File: src/rtl/writeback_unit.sv
// Writeback stage: accepts one retiring instruction, waits for load data when needed,
// and presents a single registered register-file commit per instruction.
module writeback_unit #(
  parameter int unsigned DATA_W      = 32,
  parameter int unsigned REG_ADDR_W  = 4,
  parameter int unsigned LINK_REG    = 14,
  parameter int unsigned PC_REG      = 15,
  parameter int unsigned LINK_OFFSET = 4
) (
  input  logic                          clk,
  input  logic                          rst_n,
  input  logic                          in_valid,
  output logic                          in_ready,
  input  logic                          flush,
  input  logic [DATA_W-1:0]             alu_result,
  input  logic [DATA_W-1:0]             pc,
  input  logic [REG_ADDR_W-1:0]         rd_addr,
  input  logic                          reg_write,
  input  logic                          mem_to_reg,
  input  logic                          link,
  input  logic [1:0]                    load_size,
  input  logic                          load_signed,
  input  logic [$clog2(DATA_W/8)-1:0]   addr_lo,
  input  logic [DATA_W-1:0]             mem_rdata,
  input  logic                          mem_rvalid,
  output logic                          wb_valid,
  output logic                          wb_we,
  output logic [REG_ADDR_W-1:0]         wb_addr,
  output logic [DATA_W-1:0]             wb_data,
  output logic                          pc_write,
  output logic [DATA_W-1:0]             retired
);

  localparam int unsigned LO_W = $clog2(DATA_W/8);

  localparam logic [0:0] IDLE = 1'b0;
  localparam logic [0:0] WAIT = 1'b1;

  localparam logic [1:0] SIZE_HALF = 2'b01;
  localparam logic [1:0] SIZE_BYTE = 2'b10;

  logic [0:0]            state_q, state_d;
  logic [REG_ADDR_W-1:0] rd_q, rd_d;
  logic                  we_q, we_d;
  logic [1:0]            size_q, size_d;
  logic                  sgn_q, sgn_d;
  logic [LO_W-1:0]       lo_q, lo_d;

  logic                  wb_valid_q, wb_valid_d;
  logic                  wb_we_q, wb_we_d;
  logic [REG_ADDR_W-1:0] wb_addr_q, wb_addr_d;
  logic [DATA_W-1:0]     wb_data_q, wb_data_d;
  logic                  pc_write_q, pc_write_d;
  logic [DATA_W-1:0]     retired_q, retired_d;

  logic                  accept;
  logic                  commit;
  logic [7:0]            byte_v;
  logic [15:0]           half_v;
  logic [DATA_W-1:0]     load_data;

  assign in_ready = (state_q == IDLE);
  assign accept   = in_valid & in_ready & ~flush;

  // Lane extraction uses only the latched load attributes
  always_comb begin
    byte_v = 8'(mem_rdata >> {lo_q, 3'b000});
    half_v = 16'(mem_rdata >> {lo_q[LO_W-1:1], 4'b0000});
    case (size_q)
      SIZE_BYTE: load_data = {{(DATA_W-8){sgn_q & byte_v[7]}}, byte_v};
      SIZE_HALF: load_data = {{(DATA_W-16){sgn_q & half_v[15]}}, half_v};
      default:   load_data = mem_rdata;
    endcase
  end

  always_comb begin
    state_d    = state_q;
    rd_d       = rd_q;
    we_d       = we_q;
    size_d     = size_q;
    sgn_d      = sgn_q;
    lo_d       = lo_q;
    wb_valid_d = 1'b0;
    wb_we_d    = 1'b0;
    pc_write_d = 1'b0;
    wb_addr_d  = wb_addr_q;
    wb_data_d  = wb_data_q;
    retired_d  = retired_q;
    commit     = 1'b0;

    case (state_q)
      IDLE: begin
        if (accept) begin
          if (link) begin
            commit    = 1'b1;
            wb_we_d   = 1'b1;
            wb_addr_d = REG_ADDR_W'(LINK_REG);
            wb_data_d = pc + DATA_W'(LINK_OFFSET);
          end else if (!mem_to_reg) begin
            commit    = 1'b1;
            wb_we_d   = reg_write;
            wb_addr_d = rd_addr;
            wb_data_d = alu_result;
          end else begin
            rd_d    = rd_addr;
            we_d    = reg_write;
            size_d  = load_size;
            sgn_d   = load_signed;
            lo_d    = addr_lo;
            state_d = WAIT;
          end
        end
      end
      WAIT: begin
        if (flush) begin
          state_d = IDLE;
        end else if (mem_rvalid) begin
          commit    = 1'b1;
          wb_we_d   = we_q;
          wb_addr_d = rd_q;
          wb_data_d = load_data;
          state_d   = IDLE;
        end
      end
      default: state_d = IDLE;
    endcase

    if (commit) begin
      wb_valid_d = 1'b1;
      pc_write_d = wb_we_d & (wb_addr_d == REG_ADDR_W'(PC_REG));
      retired_d  = retired_q + DATA_W'(1);
    end
  end

  always_ff @(posedge clk) begin
    if (!rst_n) begin
      state_q    <= IDLE;
      rd_q       <= '0;
      we_q       <= 1'b0;
      size_q     <= 2'b00;
      sgn_q      <= 1'b0;
      lo_q       <= '0;
      wb_valid_q <= 1'b0;
      wb_we_q    <= 1'b0;
      wb_addr_q  <= '0;
      wb_data_q  <= '0;
      pc_write_q <= 1'b0;
      retired_q  <= '0;
    end else begin
      state_q    <= state_d;
      rd_q       <= rd_d;
      we_q       <= we_d;
      size_q     <= size_d;
      sgn_q      <= sgn_d;
      lo_q       <= lo_d;
      wb_valid_q <= wb_valid_d;
      wb_we_q    <= wb_we_d;
      wb_addr_q  <= wb_addr_d;
      wb_data_q  <= wb_data_d;
      pc_write_q <= pc_write_d;
      retired_q  <= retired_d;
    end
  end

  assign wb_valid = wb_valid_q;
  assign wb_we    = wb_we_q;
  assign wb_addr  = wb_addr_q;
  assign wb_data  = wb_data_q;
  assign pc_write = pc_write_q;
  assign retired  = retired_q;

endmodule

File: config.mk
export PLATFORM = sky130hd
export DESIGN_NAME = writeback_unit
export DESIGN_NICKNAME = d
export VERILOG_FILES = /design/src/rtl/writeback_unit.sv
export SDC_FILE = /design/constraint.sdc
export NUM_CORES = 1
export LEC_CHECK = 0
export ABC_AREA = 1
export BUFFER_PORTS_ARGS = -buffer_cell sky130_fd_sc_hd__buf_2
export CAP_MARGIN = 20
export CORE_MARGIN = 4
export CORE_UTILIZATION = 30
export DETAILED_ROUTE_END_ITERATION = 7
export GPL_ROUTABILITY_DRIVEN = 0
export PLACE_DENSITY = 0.61
export RECOVER_POWER = 50
export SETUP_SLACK_MARGIN = 0.5
export SLEW_MARGIN = 15
export SYNTH_ARGS = -nofsm -noshare
export SYNTH_HDL_FRONTEND = slang
export SYNTH_SLANG_ARGS = --single-unit
export TNS_END_PERCENT = 50
File: constraint.sdc
create_clock -name clk -period 1.71 [get_ports clk]
set_input_delay 0.2565 -clock clk [delete_from_list [all_inputs] [get_ports clk]]
set_output_delay 0.2565 -clock clk [all_outputs]
set_load 0.01 [all_outputs]
==> impl_table.tex, run 1 <==
\begin{tabular}{lr}
\hline
Metric & Value \\
\hline
\multicolumn{2}{l}{\textbf{Clocking}} \\
\quad \# clock sinks & 82 \\
\quad Buffer cell driving the clock tree root & clkbuf\_16 \\
\quad H-tree level count & 3 \\
\quad Hold buffer count at CTS & 0 \\
\quad Reg clk slew, reported paths & 0.06 ns \\
\quad CTS tree & built \\
\quad Clock buffers created by TritonCTS & 9 \\
\quad Insertion delay of the later-clocked pin in the worst-skew pair & 0.35 ns \\
\quad Maximum number of buffers from clock root to sink & 2 \\
\multicolumn{2}{l}{\textbf{Floorplanning}} \\
\quad Die footprint & 22,600 µm² \\
\quad Area inside the core boundary & 19,700 µm² \\
\quad Die outline width & 150 µm \\
\quad Initial standard-cell utilization of the core & 30.9\% \\
\quad Row count & 51 \\
\quad Number of top-level design ports & 185 \\
\quad Die height & 150 µm \\
\multicolumn{2}{l}{\textbf{Cells and area}} \\
\quad Final nets & 1,403 \\
\quad Syn-to-layout area delta & 42.9\% \\
\quad Fraction of final layout cells with drive strength greater than 1 & 28.4\% \\
\quad Layout fillers & 2,180 \\
\multicolumn{2}{l}{\textbf{Power and ir drop}} \\
\quad Comb power frac & 19.7\% \\
\quad Total power & 5290 µW \\
\quad Clock network fraction of total power & 42.1\% \\
\quad Leakage Power & 0.00381 µW \\
\quad Worst ir drop on vdd & 0.436 mV \\
\quad Net switching power of the design & 1540 µW \\
\quad Net Sw Frac & 29.0\% \\
\quad Part of the total power dissipated in sequential elements & 38.1\% \\
\quad Design internal power & 3750 µW \\
\quad Total power divided by cell area & 610 nW/µm² \\
\multicolumn{2}{l}{\textbf{Setup path}} \\
\quad Critical path capture point type & flip-flop \\
\quad Startpoint-to-endpoint class of the critical path & reg -> reg \\
\quad Peak fanout along the critical path & 5 \\
\quad CP max stage cell & dfxtp\_1 \\
\quad Largest stage delay on the critical path & 0.33 ns \\
\quad Crit path DAT & 1.78 ns \\
\quad Crit path cell chain & inv\_4, nand3\_4, o21ai\_4, buf\_6, nor2\_4, buf\_12, a22o\_1 \\
\quad Critical path data required time & 1.94 ns \\
\quad Sort of element at the start of the critical path & flip-flop \\
\multicolumn{2}{l}{\textbf{Outcome}} \\
\quad Run status & completed \\
\multicolumn{2}{l}{\textbf{Placed design}} \\
\quad Count of input and output buffers & 184 \\
\quad Half-perimeter wire length after detailed placement & 18,500 µm \\
\multicolumn{2}{l}{\textbf{Timing}} \\
\quad Final hold violations & 0 \\
\quad Slew @ Worst Pin & 0.465 ns \\
\quad Final clock period utilization by the worst path & 90.5\% \\
\quad Setup repair after global routing missed its margin & yes \\
\quad Final setup vio count & 0 \\
\quad Relative slew slack & 69.0\% \\
\quad Final slew viol count & 0 \\
\quad Final Critical Period & 1.55 ns \\
\quad Fmax & 0.646 GHz \\
\quad Setup TNS & 0 ns \\
\quad Worst Skew & 0.0143 ns \\
\multicolumn{2}{l}{\textbf{Drt}} \\
\quad WL per Instance & 15.6 µm \\
\quad Detailed-route wire length & 24,400 µm \\
\quad Number of iterations in the first detailed-routing pass & 5 \\
\quad Drc violations & 0 \\
\quad Mean number of vias per cell & 4.98 \\
\quad Antenna viol nets, final & 0 \\
\quad Detailed-route via count & 7,762 \\
\quad Iteration-0 DRC Markers & 403 \\
\multicolumn{2}{l}{\textbf{GRT}} \\
\quad Met2 demand-to-capacity share in global routing & 34.0\% \\
\quad Residual overflow from global routing & 0 \\
\quad Number of antenna violations at the first check in global routing & 5 \\
\quad Via count of the first global-routing pass & 7,151 \\
\quad GR Layer Usage met3 & 4.06\% \\
\quad Most utilized layer in the global route result & met2 \\
\quad First-pass GRT wire length & 36,600 µm \\
\quad Met1 usage in global routing & 26.2\% \\
\quad Total GRT Usage & 20.6\% \\
\quad Pin count of the biggest net entering global routing & 38 \\
\multicolumn{2}{l}{\textbf{Yosys}} \\
\quad Post-synth cell types & 29 \\
\quad Proportion of synthesized chip area in sequential cells & 27.1\% \\
\quad Multiplexer share of the synthesized area & 0\% \\
\quad Count of warnings emitted by yosys & 0 \\
\quad Mapped Cells & 1,077 \\
\quad Synthesized-area fraction occupied by adder cells & 0.825\% \\
\quad Mean instance size in the synthesized netlist & 5.63 µm² \\
\quad Combinational family with the most area after synthesis & simple AND/OR/NAND/NOR gates \\
\quad Number of synthesized register bits & 82 \\
\quad Area fraction in and, or, nand and nor cells after synthesis & 42.8\% \\
\quad Parity-gate share of the synthesized area counting xor and xnor cells & 1.44\% \\
\quad Post-synth net total & 1,194 \\
\quad Netlist area before placement & 6070 µm² \\
\quad Fraction of the mapped netlist area in compound gates & 18.9\% \\
\multicolumn{2}{l}{\textbf{Run}} \\
\quad Max-capacitance violation count & 0 \\
\multicolumn{2}{l}{\textbf{Min path}} \\
\quad Hold crit path type & in -> reg \\
\hline
\end{tabular}
## area by class of cell
cell class                      instances  area (µm²)  share of cell area, %
Multi-Input combinational cell        862        4430                   51.1
Timing Repair Buffer                  245        1560                   18.0
Sequential cell                        82        1660                   19.1
Inverter                               86         349                   4.03
Antenna cell                            2        5.00                 0.0577
Clock buffer                           11         253                   2.92
Tap cell                              265         332                   3.83
Clock inverter                          5        86.3                  0.996
## per-layer routing
| layer | vias to the layer above | wire [µm] |
|---|---|---|
| met4 | 6 | 792 |
| li1 | 3900 | - |
| met1 | 3572 | 10200 |
| met2 | 233 | 11700 |
| met3 | 51 | 1580 |
| met5 | - | 36 |
## power by group through the flow
stage                     logic, µW  clock network, µW  registers (µW)
final                          1040               2230            2020
after CTS                       984               2250            2020
after detailed placement        919                  0            2060
after global placement          916                  0            2060
after floorplan                 468                  0            2070
after global routing           1140               2340            2020
## cell families after synthesis
logic type      Yosys count
compound gates          219
xor+xnor                 10
flops                    82
simple gates            629
buf+inv                 133
fa+ha+maj                 4
## path summary, 6_finish.rpt
kind              depth (start not counted)  slack (ns)           to         from
setup / recovery                          7        0.16   retired[1]      state_q
hold / removal                            3        0.16      rd_q[0]   rd_addr[0]
setup reg to reg                          7        0.16   retired[1]      state_q
hold reg to reg                           2        0.46  wb_data[23]  wb_data[23]
## cell usage after synthesis
library cell | instances | share of area [%]
nand2_1 | 376 | 23
nor2_1 | 143 | 8.8
a21oi_1 | 136 | 11
dfxtp_1 | 82 | 27
inv_1 | 79 | 4.9
o21ai_0 | 67 | 5.5
nand3_1 | 65 | 5.4
buf_2 | 22 | 1.8
clkbuf_1 | 20 | 1.2
nand3b_1 | 16 | 2.0
nor2_2 | 12 | 1.2
o211ai_1 | 10 | 1.2
xor2_1 | 8 | 1.2
inv_2 | 5 | 0.31
ha_1 | 4 | 0.82
nand2_2 | 4 | 0.41
nand4_1 | 4 | 0.41
o21bai_1 | 4 | 0.49
and2_1 | 3 | 0.31
buf_1 | 3 | 0.19
nor2_4 | 3 | 0.56
buf_6 | 2 | 0.37
nand3_2 | 2 | 0.33
xnor2_1 | 2 | 0.29
a22o_1 | 1 | 0.14
clkinv_1 | 1 | 0.062
inv_4 | 1 | 0.10
o21ai_4 | 1 | 0.27
or2_2 | 1 | 0.10
## stage by stage
step | area (µm²) | hold slack (ns) | setup slack, ns | utilization (%) | instances
after global placement | 7520 | 0.445 | 0.0870 | 38.2 | 1512
after detailed placement | 7520 | 0.439 | 0.0656 | 38.2 | 1512
after floorplan | 6220 | 0.391 | 0.282 | - | 1077
after CTS | 8240 | 0.156 | 0.225 | 41.9 | 1542
final | 8670 | 0.156 | 0.162 | 44.1 | 1558
after global routing | 8670 | 0.165 | 0.0470 | 44.1 | 1558
## state kept, by name (all words and copies together), names as in the netlist
signal and flops:
we_q 1, wb_we 1, state_q 1, lo_q 2, size_q 2, sgn_q 1
wb_data 32, wb_valid 1, pc_write 1, wb_addr 4, retired 32, rd_q 4
## cell usage in the layout (no fill, tap or decap), types with 11 or more instances in the layout
master and n:
clkbuf_16 11, clkbuf_1 46, inv_2 11, nor2_1 114, nand3b_1 16, nor2_2 28
buf_4 39, nand2_2 29, dfxtp_1 76, nand3_1 57, nand2_1 339, o21ai_0 64
a21oi_2 23, inv_1 69, a21oi_1 109, buf_2 138, nor2_4 16
## timing repair
action / 4_1_cts / 5_1_grt
endpoints found under the setup margin: 89 / 93
endpoints found under the hold margin: 0 / 0
setup buffers: 11 / 12
gates resized for setup: 64 / 111
gates cloned: 3 / 2
pin swaps: 11 / 33
## worst max-delay path, delay by kind of cell (launching register included)
family | cells | cell delay, ns
flip-flops | 1 | 0.33
AO/OA/AOI/OAI | 2 | 0.51
buffers and inverters | 3 | 0.42
AND/OR/NAND/NOR | 2 | 0.17
(Power assumes the default switching activity.)
==> run 2, diff against run 1 <==
--- a/config.mk
+++ b/config.mk
@@ -8,11 +8,13 @@
 export ABC_AREA = 1
 export BUFFER_PORTS_ARGS = -buffer_cell sky130_fd_sc_hd__buf_2
 export CAP_MARGIN = 20
+export CELL_PAD_IN_SITES_DETAIL_PLACEMENT = 0
+export CELL_PAD_IN_SITES_GLOBAL_PLACEMENT = 1
 export CORE_MARGIN = 4
 export CORE_UTILIZATION = 30
 export DETAILED_ROUTE_END_ITERATION = 7
 export GPL_ROUTABILITY_DRIVEN = 0
-export PLACE_DENSITY = 0.61
+export PLACE_DENSITY = 0.82
 export RECOVER_POWER = 50
 export SETUP_SLACK_MARGIN = 0.5
 export SLEW_MARGIN = 15
==> run 2 against run 1 <==
Fmax up 0.54%. First-iteration DRC count up 8.9%. Clock power down 10%. Largest power group is now registers. Highest routed layer unchanged. Non-clock buffer count up 22. Sequential cell count unchanged. Routed wire length up 4.9%. Sequential power about the same. Hold slack better by 0.0078 ns. Sequential share of layout area down 0.71 points. Largest cell class unchanged.
==> impl_table.tex, run 2 (synthesized netlist as in run 1, its figures left out) <==
\begin{tabular}{lr}
\hline
Metric & Value \\
\hline
\multicolumn{2}{l}{\textbf{Floorplanning}} \\
\quad Die footprint & 22,600 µm² (unchanged) \\
\quad Number of top-level design ports & 185 (unchanged) \\
\quad Row count & 51 (unchanged) \\
\quad Area inside the core boundary & 19,700 µm² (unchanged) \\
\quad Initial standard-cell utilization of the core & 30.9\% (unchanged) \\
\quad Die outline width & 150 µm (unchanged) \\
\quad Die height & 150 µm (unchanged) \\
\multicolumn{2}{l}{\textbf{Timing}} \\
\quad Fmax & 0.650 GHz (+0.54\%) \\
\quad Final clock period utilization by the worst path & 90.0\% (-0.49 points) \\
\quad Final slew viol count & 0 (unchanged) \\
\quad Slew @ Worst Pin & 0.490 ns (+0.0255 ns) \\
\quad Setup TNS & 0 ns (unchanged) \\
\quad Relative slew slack & 67.3\% (-1.7 points) \\
\quad Setup repair after global routing missed its margin & yes \\
\quad Final Critical Period & 1.54 ns (-0.00834 ns) \\
\quad Final hold violations & 0 (unchanged) \\
\quad Worst Skew & 0.0113 ns (-0.00300 ns) \\
\quad Post-Route Hold Slack & 0.164 ns (+0.00778 ns) \\
\quad Final setup vio count & 0 (unchanged) \\
\multicolumn{2}{l}{\textbf{Cells and area}} \\
\quad Fraction of final layout cells with drive strength greater than 1 & 31.4\% (+3.0 points) \\
\quad Final core occ & 45.8\% (+1.7 points) \\
\quad Footprint of the flip-flops and latches & 1660 µm² (about the same) \\
\quad Final nets & 1,427 (+1.7\%) \\
\quad Syn-to-layout area delta & 48.2\% \\
\quad Most common cell after layout, fill and taps aside & nand2\_1 \\
\quad Non-Filler Instances & 1,585 (+1.7\%) \\
\quad Layout fillers & 2,114 (-3.0\%) \\
\quad Leading cell types in the layout, fill and taps excluded & 335 x nand2\_1, 137 x buf\_2, 106 x nor2\_1 \\
\quad Area of the multi-input gates & 4520 µm² (+2.0\%) \\
\multicolumn{2}{l}{\textbf{Outcome}} \\
\quad Run status & completed \\
\multicolumn{2}{l}{\textbf{Clocking}} \\
\quad Clock buffers created by TritonCTS & 9 (unchanged) \\
\quad Buffer cell driving the clock tree root & clkbuf\_16 \\
\quad Maximum number of buffers from clock root to sink & 2 (unchanged) \\
\quad \# clock sinks & 82 (unchanged) \\
\quad Reg clk slew, reported paths & 0.07 ns (about the same) \\
\quad Insertion delay of the later-clocked pin in the worst-skew pair & 0.35 ns (about the same) \\
\quad H-tree level count & 3 (unchanged) \\
\quad CTS tree & built \\
\quad Hold buffer count at CTS & 0 (unchanged) \\
\multicolumn{2}{l}{\textbf{GRT}} \\
\quad Number of antenna violations at the first check in global routing & 6 (+1) \\
\quad Pin count of the biggest net entering global routing & 46 (+21\%) \\
\quad Residual overflow from global routing & 0 (unchanged) \\
\quad Total GRT Usage & 21.6\% (+0.99 points) \\
\quad Via count of the first global-routing pass & 7,157 (+0.084\%) \\
\quad First-pass GRT wire length & 37,900 µm (+3.4\%) \\
\multicolumn{2}{l}{\textbf{Drt}} \\
\quad Iteration-0 DRC Markers & 439 (+8.9\%) \\
\quad Detailed-route via count & 7,778 (+0.21\%) \\
\quad Antenna viol nets, final & 0 (unchanged) \\
\quad Detailed-route wire length & 25,600 µm (+4.9\%) \\
\quad Drc violations & 0 (unchanged) \\
\quad Mean number of vias per cell & 4.91 (-1.5\%) \\
\quad Number of iterations in the first detailed-routing pass & 5 (unchanged) \\
\quad WL per Instance & 16.1 µm (+3.1\%) \\
\multicolumn{2}{l}{\textbf{Placed design}} \\
\quad Count of input and output buffers & 184 (unchanged) \\
\quad Number of placed instances, taps included & 1,515 (+0.20\%) \\
\quad Half-perimeter wire length after detailed placement & 18,700 µm (+0.74\%) \\
\multicolumn{2}{l}{\textbf{Setup path}} \\
\quad Startpoint-to-endpoint class of the critical path & reg -> reg \\
\quad Critical path capture point type & flip-flop \\
\quad Crit path DAT & 1.78 ns (about the same) \\
\quad Critical path data required time & 1.95 ns (about the same) \\
\quad Sort of element at the start of the critical path & flip-flop \\
\quad Peak fanout along the critical path & 6 (+1) \\
\multicolumn{2}{l}{\textbf{Power and ir drop}} \\
\quad Leakage Power & 0.00394 µW (+3.4\%) \\
\quad Worst ir drop on vdd & 0.486 mV (+12\%) \\
\quad Total power divided by cell area & 572 nW/µm² (-6.3\%) \\
\multicolumn{2}{l}{\textbf{Min path}} \\
\quad Hold crit path type & in -> reg \\
\multicolumn{2}{l}{\textbf{Run}} \\
\quad Max-capacitance violation count & 0 (unchanged) \\
\hline
\end{tabular}
-- run 2: worst paths after layout --
| kind | slack, ns | to | depth (start not counted) | startpoint |
|---|---|---|---|---|
| min | 0.16 | we_q | 3 | reg_write |
| min reg2reg | 0.45 | wb_data[21] | 2 | wb_data[21] |
| max reg2reg | 0.17 | retired[2] | 9 | state_q |
| max | 0.17 | retired[2] | 9 | state_q |
-- run 2: worst max-delay path, cell delays in order, from the launching register on --
cell and delay, ns:
dfxtp_2 0.34, clkinv_4 0.09, nand3_4 0.09, buf_6 0.14, nor2_4 0.11, nor2_4 0.07
buf_6 0.13, buf_12 0.13, o21ai_0 0.22, nor2_1 0.09
-- run 2: cell type report --
cell class	instances	share of cell area, %
clock buffers	10	2.55
multi-input cells	863	50.2
inverters	86	3.92
well taps	265	3.69
diodes	5	0.139
flip-flops and latches	82	18.4
clock inverters	6	0.737
repair buffers	267	20.3
repair inverters	1	0.0696
-- run 2: routing by layer --
metal  part of all wire [%]  global-route usage, %  vias up
met1                     43                   27.5     3544
li1                       -                      -     3950
met2                     48                   36.7      253
met4                    2.1                   6.54        2
met3                    6.6                   4.64       29
met5                  0.055                      0        -
-- run 2: report_power, final --
part / total, µW / internal [µW] / leakage (µW) / switching [µW]
combinational: 1130 / 452 / 0.00312 / 676
sequential: 2020 / 1970 / 0.000670 / 45.7
clock: 2000 / 1140 / 0.000143 / 860
-- run 2: per-stage QoR --
stage / worst slack, ns / cell area, µm² / total power [µW]
final: 0.170 / 8990 / 5140
after global routing: 0.0701 / 8990 / 5370
after CTS: 0.254 / 8390 / 5080
after detailed placement: 0.0830 / 7540 / 2980
after global placement: 0.122 / 7540 / 2980
after floorplan: 0.282 / 6220 / 2540
-- run 2: timing repair --
| item | 4_1_cts | 5_1_grt |
|---|---|---|
| resized for setup | 74 | 152 |
| pin swaps | 14 | 68 |
| gates cloned | 6 | 5 |
| endpoints found under the setup margin | 87 | 94 |
| setup buffers | 20 | 18 |
==> run 3, diff against run 2 <==
--- a/config.mk
+++ b/config.mk
@@ -5,7 +5,6 @@
 export SDC_FILE = /design/constraint.sdc
 export NUM_CORES = 1
 export LEC_CHECK = 0
-export ABC_AREA = 1
 export BUFFER_PORTS_ARGS = -buffer_cell sky130_fd_sc_hd__buf_2
 export CAP_MARGIN = 20
 export CELL_PAD_IN_SITES_DETAIL_PLACEMENT = 0
@@ -14,7 +13,7 @@
 export CORE_UTILIZATION = 30
 export DETAILED_ROUTE_END_ITERATION = 7
 export GPL_ROUTABILITY_DRIVEN = 0
-export PLACE_DENSITY = 0.82
+export PLACE_DENSITY = 0.8
 export RECOVER_POWER = 50
 export SETUP_SLACK_MARGIN = 0.5
 export SLEW_MARGIN = 15
==> run 3 against run 2 <==
The run now ends with negative setup slack left. Via count fell by 9.4%. Sequential power barely moved. Clock skew fell by 0.0049 ns. Cell count fell by 21%. Synthesized area fell by 14%. Fmax fell by 13%. Global-route usage rose by 1.2 points. Setup slack got worse by 0.22 ns. Cell area rose by 2.1%. Non-clock buffer count rose by 89. Critical path type unchanged. Largest cell class unchanged.
==> impl_table.tex, run 3 <==
\begin{tabular}{lr}
\hline
Metric & Value \\
\hline
\multicolumn{2}{l}{\textbf{Floorplanning}} \\
\quad Number of top-level design ports & 185 (unchanged) \\
\quad Area inside the core boundary & 17,200 µm² (-13\%) \\
\quad Die height & 140 µm (-6.7\%) \\
\quad Die outline width & 140 µm (-6.7\%) \\
\quad Initial standard-cell utilization of the core & 30.5\% (-0.37 points) \\
\quad Die footprint & 19,600 µm² (-13\%) \\
\quad Row count & 48 (-5.9\%) \\
\multicolumn{2}{l}{\textbf{Drt}} \\
\quad Antenna viol nets, final & 0 (unchanged) \\
\quad Number of iterations in the first detailed-routing pass & 7 (+2) \\
\quad Iteration-0 DRC Markers & 622 (+42\%) \\
\quad WL per Instance & 19.7 µm (+22\%) \\
\quad Mean number of vias per cell & 5.60 (+14\%) \\
\quad Drc violations & 0 (unchanged) \\
\quad Detailed-route via count & 7,049 (-9.4\%) \\
\quad Detailed-route wire length & 24,800 µm (-3.0\%) \\
\multicolumn{2}{l}{\textbf{Setup path}} \\
\quad Critical path data required time & 2.01 ns (+0.06 ns) \\
\quad Critical path buffer and inverter count & 2 (-2) \\
\quad Startpoint-to-endpoint class of the critical path & reg -> reg \\
\quad Crit path cell chain & inv\_2, ha\_4, nor2b\_4, buf\_6, o21ai\_1, a311o\_1, a311oi\_1, a31o\_2 \\
\quad Peak fanout along the critical path & 5 (-1) \\
\quad Largest stage delay on the critical path & 0.35 ns (about the same) \\
\quad Cell type group with the largest total delay on the critical path & compound AO/OA/AOI/OAI gates \\
\quad Sort of element at the start of the critical path & flip-flop \\
\quad CP max stage cell & dfxtp\_4 \\
\quad Crit path DAT & 2.06 ns (+0.28 ns) \\
\quad Critical path capture point type & flip-flop \\
\multicolumn{2}{l}{\textbf{Yosys}} \\
\quad Most common library cells after synthesis & 82 x dfxtp\_1, 82 x nand2\_1, 57 x nor2\_1 \\
\quad Post-synth net total & 817 (-32\%) \\
\quad Post-synth cell types & 67 (+130\%) \\
\quad Proportion of synthesized chip area in sequential cells & 31.3\% (+4.3 points) \\
\quad Prevailing post-synth register cell & dfxtp\_1 \\
\quad Fraction of synthesized cell area taken by the top area cell type & 31.3\% (+4.3 points) \\
\quad Mean instance size in the synthesized netlist & 7.48 µm² (+33\%) \\
\quad EDFF count, synth & 0 (unchanged) \\
\quad Mapped Cells & 700 (-35\%) \\
\quad Top cell type by total area after synthesis & dfxtp\_1 \\
\quad Number of synthesized register bits & 82 (unchanged) \\
\quad Count of warnings emitted by yosys & 0 (unchanged) \\
\quad Cell types with the largest area share after synthesis & dfxtp\_1 31\%, nand2\_1 5.9\%, o21ai\_0 5.2\% \\
\quad Netlist area before placement & 5240 µm² (-14\%) \\
\quad Share of synthesized flip-flops with an asynchronous set or reset & 0\% (unchanged) \\
\multicolumn{2}{l}{\textbf{Clocking}} \\
\quad Buffer cell driving the clock tree root & clkbuf\_16 \\
\quad Maximum number of buffers from clock root to sink & 2 (unchanged) \\
\quad \# clock sinks & 82 (unchanged) \\
\quad CTS tree & built \\
\quad Insertion delay of the later-clocked pin in the worst-skew pair & 0.35 ns (about the same) \\
\quad H-tree level count & 3 (unchanged) \\
\quad Hold buffer count at CTS & 0 (unchanged) \\
\quad Reg clk slew, reported paths & 0.07 ns (about the same) \\
\quad Clock buffers created by TritonCTS & 9 (unchanged) \\
\multicolumn{2}{l}{\textbf{Timing}} \\
\quad Final hold violations & 0 (unchanged) \\
\quad Final Critical Period & 1.76 ns (+0.221 ns) \\
\quad Slew @ Worst Pin & 0.429 ns (-0.0616 ns) \\
\quad Final setup vio count & 17 (+17) \\
\quad Post-Route Hold Slack & 0.153 ns (-0.0115 ns) \\
\quad Final clock period utilization by the worst path & 103\% (+13 points) \\
\quad Fmax & 0.568 GHz (-13\%) \\
\quad Final slew viol count & 0 (unchanged) \\
\quad Post-route setup slack & -0.0505 ns (-0.221 ns) \\
\quad Worst Skew & 0.00636 ns (-0.00494 ns) \\
\quad Setup repair after global routing missed its margin & yes \\
\quad Relative slew slack & 71.4\% (+4.0 points) \\
\multicolumn{2}{l}{\textbf{Outcome}} \\
\quad Violations in the final reports & negative setup slack \\
\quad Run status & finished with violations \\
\multicolumn{2}{l}{\textbf{Power and ir drop}} \\
\quad Total power & 5140 µW (-0.15\%) \\
\quad Total power divided by cell area & 559 nW/µm² (-2.2\%) \\
\quad Leakage Power & 0.00362 µW (-8.1\%) \\
\quad Worst ir drop on vdd & 0.583 mV (+20\%) \\
\multicolumn{2}{l}{\textbf{Cells and area}} \\
\quad Non-Filler Instances & 1,258 (-21\%) \\
\quad Area of the multi-input gates & 4230 µm² (-6.4\%) \\
\quad Most common cell after layout, fill and taps aside & buf\_2 \\
\quad Fraction of final layout cells with drive strength greater than 1 & 48.7\% (+17 points) \\
\quad Footprint of the flip-flops and latches & 1690 µm² (+1.9\%) \\
\quad Final nets & 1,141 (-20\%) \\
\quad Post-route cell area & 9180 µm² (+2.1\%) \\
\quad Leading cell types in the layout, fill and taps excluded & 124 x buf\_2, 113 x buf\_4, 65 x nand2\_1 \\
\quad Layout fillers & 1,603 (-24\%) \\
\quad Syn-to-layout area delta & 75.3\% \\
\multicolumn{2}{l}{\textbf{Placed design}} \\
\quad Worst setup slack after placement & -0.247 ns (-0.330 ns) \\
\quad Count of input and output buffers & 184 (unchanged) \\
\quad Number of placed instances, taps included & 1,179 (-22\%) \\
\quad Half-perimeter wire length after detailed placement & 17,400 µm (-6.5\%) \\
\quad Post-place instance area & 7390 µm² (-2.0\%) \\
\multicolumn{2}{l}{\textbf{GRT}} \\
\quad Residual overflow from global routing & 0 (unchanged) \\
\quad Pin count of the biggest net entering global routing & 31 (-33\%) \\
\quad Via count of the first global-routing pass & 6,575 (-8.1\%) \\
\quad Number of antenna violations at the first check in global routing & 2 (-4) \\
\quad Total GRT Usage & 22.9\% (+1.2 points) \\
\quad First-pass GRT wire length & 35,900 µm (-5.0\%) \\
\multicolumn{2}{l}{\textbf{Run}} \\
\quad Max-capacitance violation count & 0 (unchanged) \\
\multicolumn{2}{l}{\textbf{Min path}} \\
\quad Hold crit path type & in -> reg \\
\hline
\end{tabular}
## run 3: worst paths after layout
path	slack, ns	cells past startpoint	startpoint	to
setup reg to reg	-0.05	8	size_q[0]	wb_data[3]
hold reg to reg	0.45	2	wb_data[10]	wb_data[10]
setup / recovery	-0.05	8	size_q[0]	wb_data[3]
hold / removal	0.15	3	addr_lo[0]	lo_q[0]
## run 3: timing repair
action	4_1_cts	5_1_grt
endpoints found under the setup margin	86	98
pin swaps	55	71
gates cloned	3	0
resized for setup	102	152
setup buffers	33	23
hold endpoints to repair	0	0
## run 3: cells by family after synthesis
family	count (synthesis)	synth area share (%)
muxes	16	3.27
AOI/OAI and AO/OA	203	25.8
DFF	82	31.3
buffers and inverters	66	4.92
and+or+nand+nor	300	28.9
xor gates and xnor gates	29	4.85
adders and majority gates	4	0.955
## run 3: area by class of cell
| cell class | instances | share of cell area [%] |
|---|---|---|
| multi-input cells | 553 | 46.0 |
| repair buffers | 356 | 28.2 |
| flip-flops and latches | 82 | 18.4 |
| well taps | 225 | 3.07 |
| clock buffers | 10 | 2.60 |
| inverters | 22 | 1.12 |
| clock inverters | 6 | 0.518 |
| diodes | 4 | 0.109 |
## run 3: worst register-to-register path, cell delays in order, from the launching register on
cell,delay [ns]
dfxtp_4,0.35
inv_2,0.06
ha_4,0.14
nor2b_4,0.22
buf_6,0.15
o21ai_1,0.08
a311o_1,0.32
a311oi_1,0.27
a31o_2,0.13
## run 3: per-stage QoR
step	util, %	TNS (ns)
after floorplan	-	-0.136
after global placement	43.0	-2.79
after detailed placement	43.0	-3.90
after CTS	49.0	0
after global routing	53.4	-1.70
final	53.5	-0.332
## run 3: power by group
part	internal [µW]	switching, µW	total (µW)
logic	536	636	1170
registers	1960	45.5	2010
clock network	1040	913	1960
## run 3: layer usage
metal | up-vias | global-route usage, % | wire [µm]
li1 | 3260 | - | -
met1 | 3368 | 31.9 | 10600
met2 | 360 | 35.5 | 11200
met3 | 61 | 3.72 | 2150
met4 | 0 | 8.36 | 854
met5 | - | 0 | 0
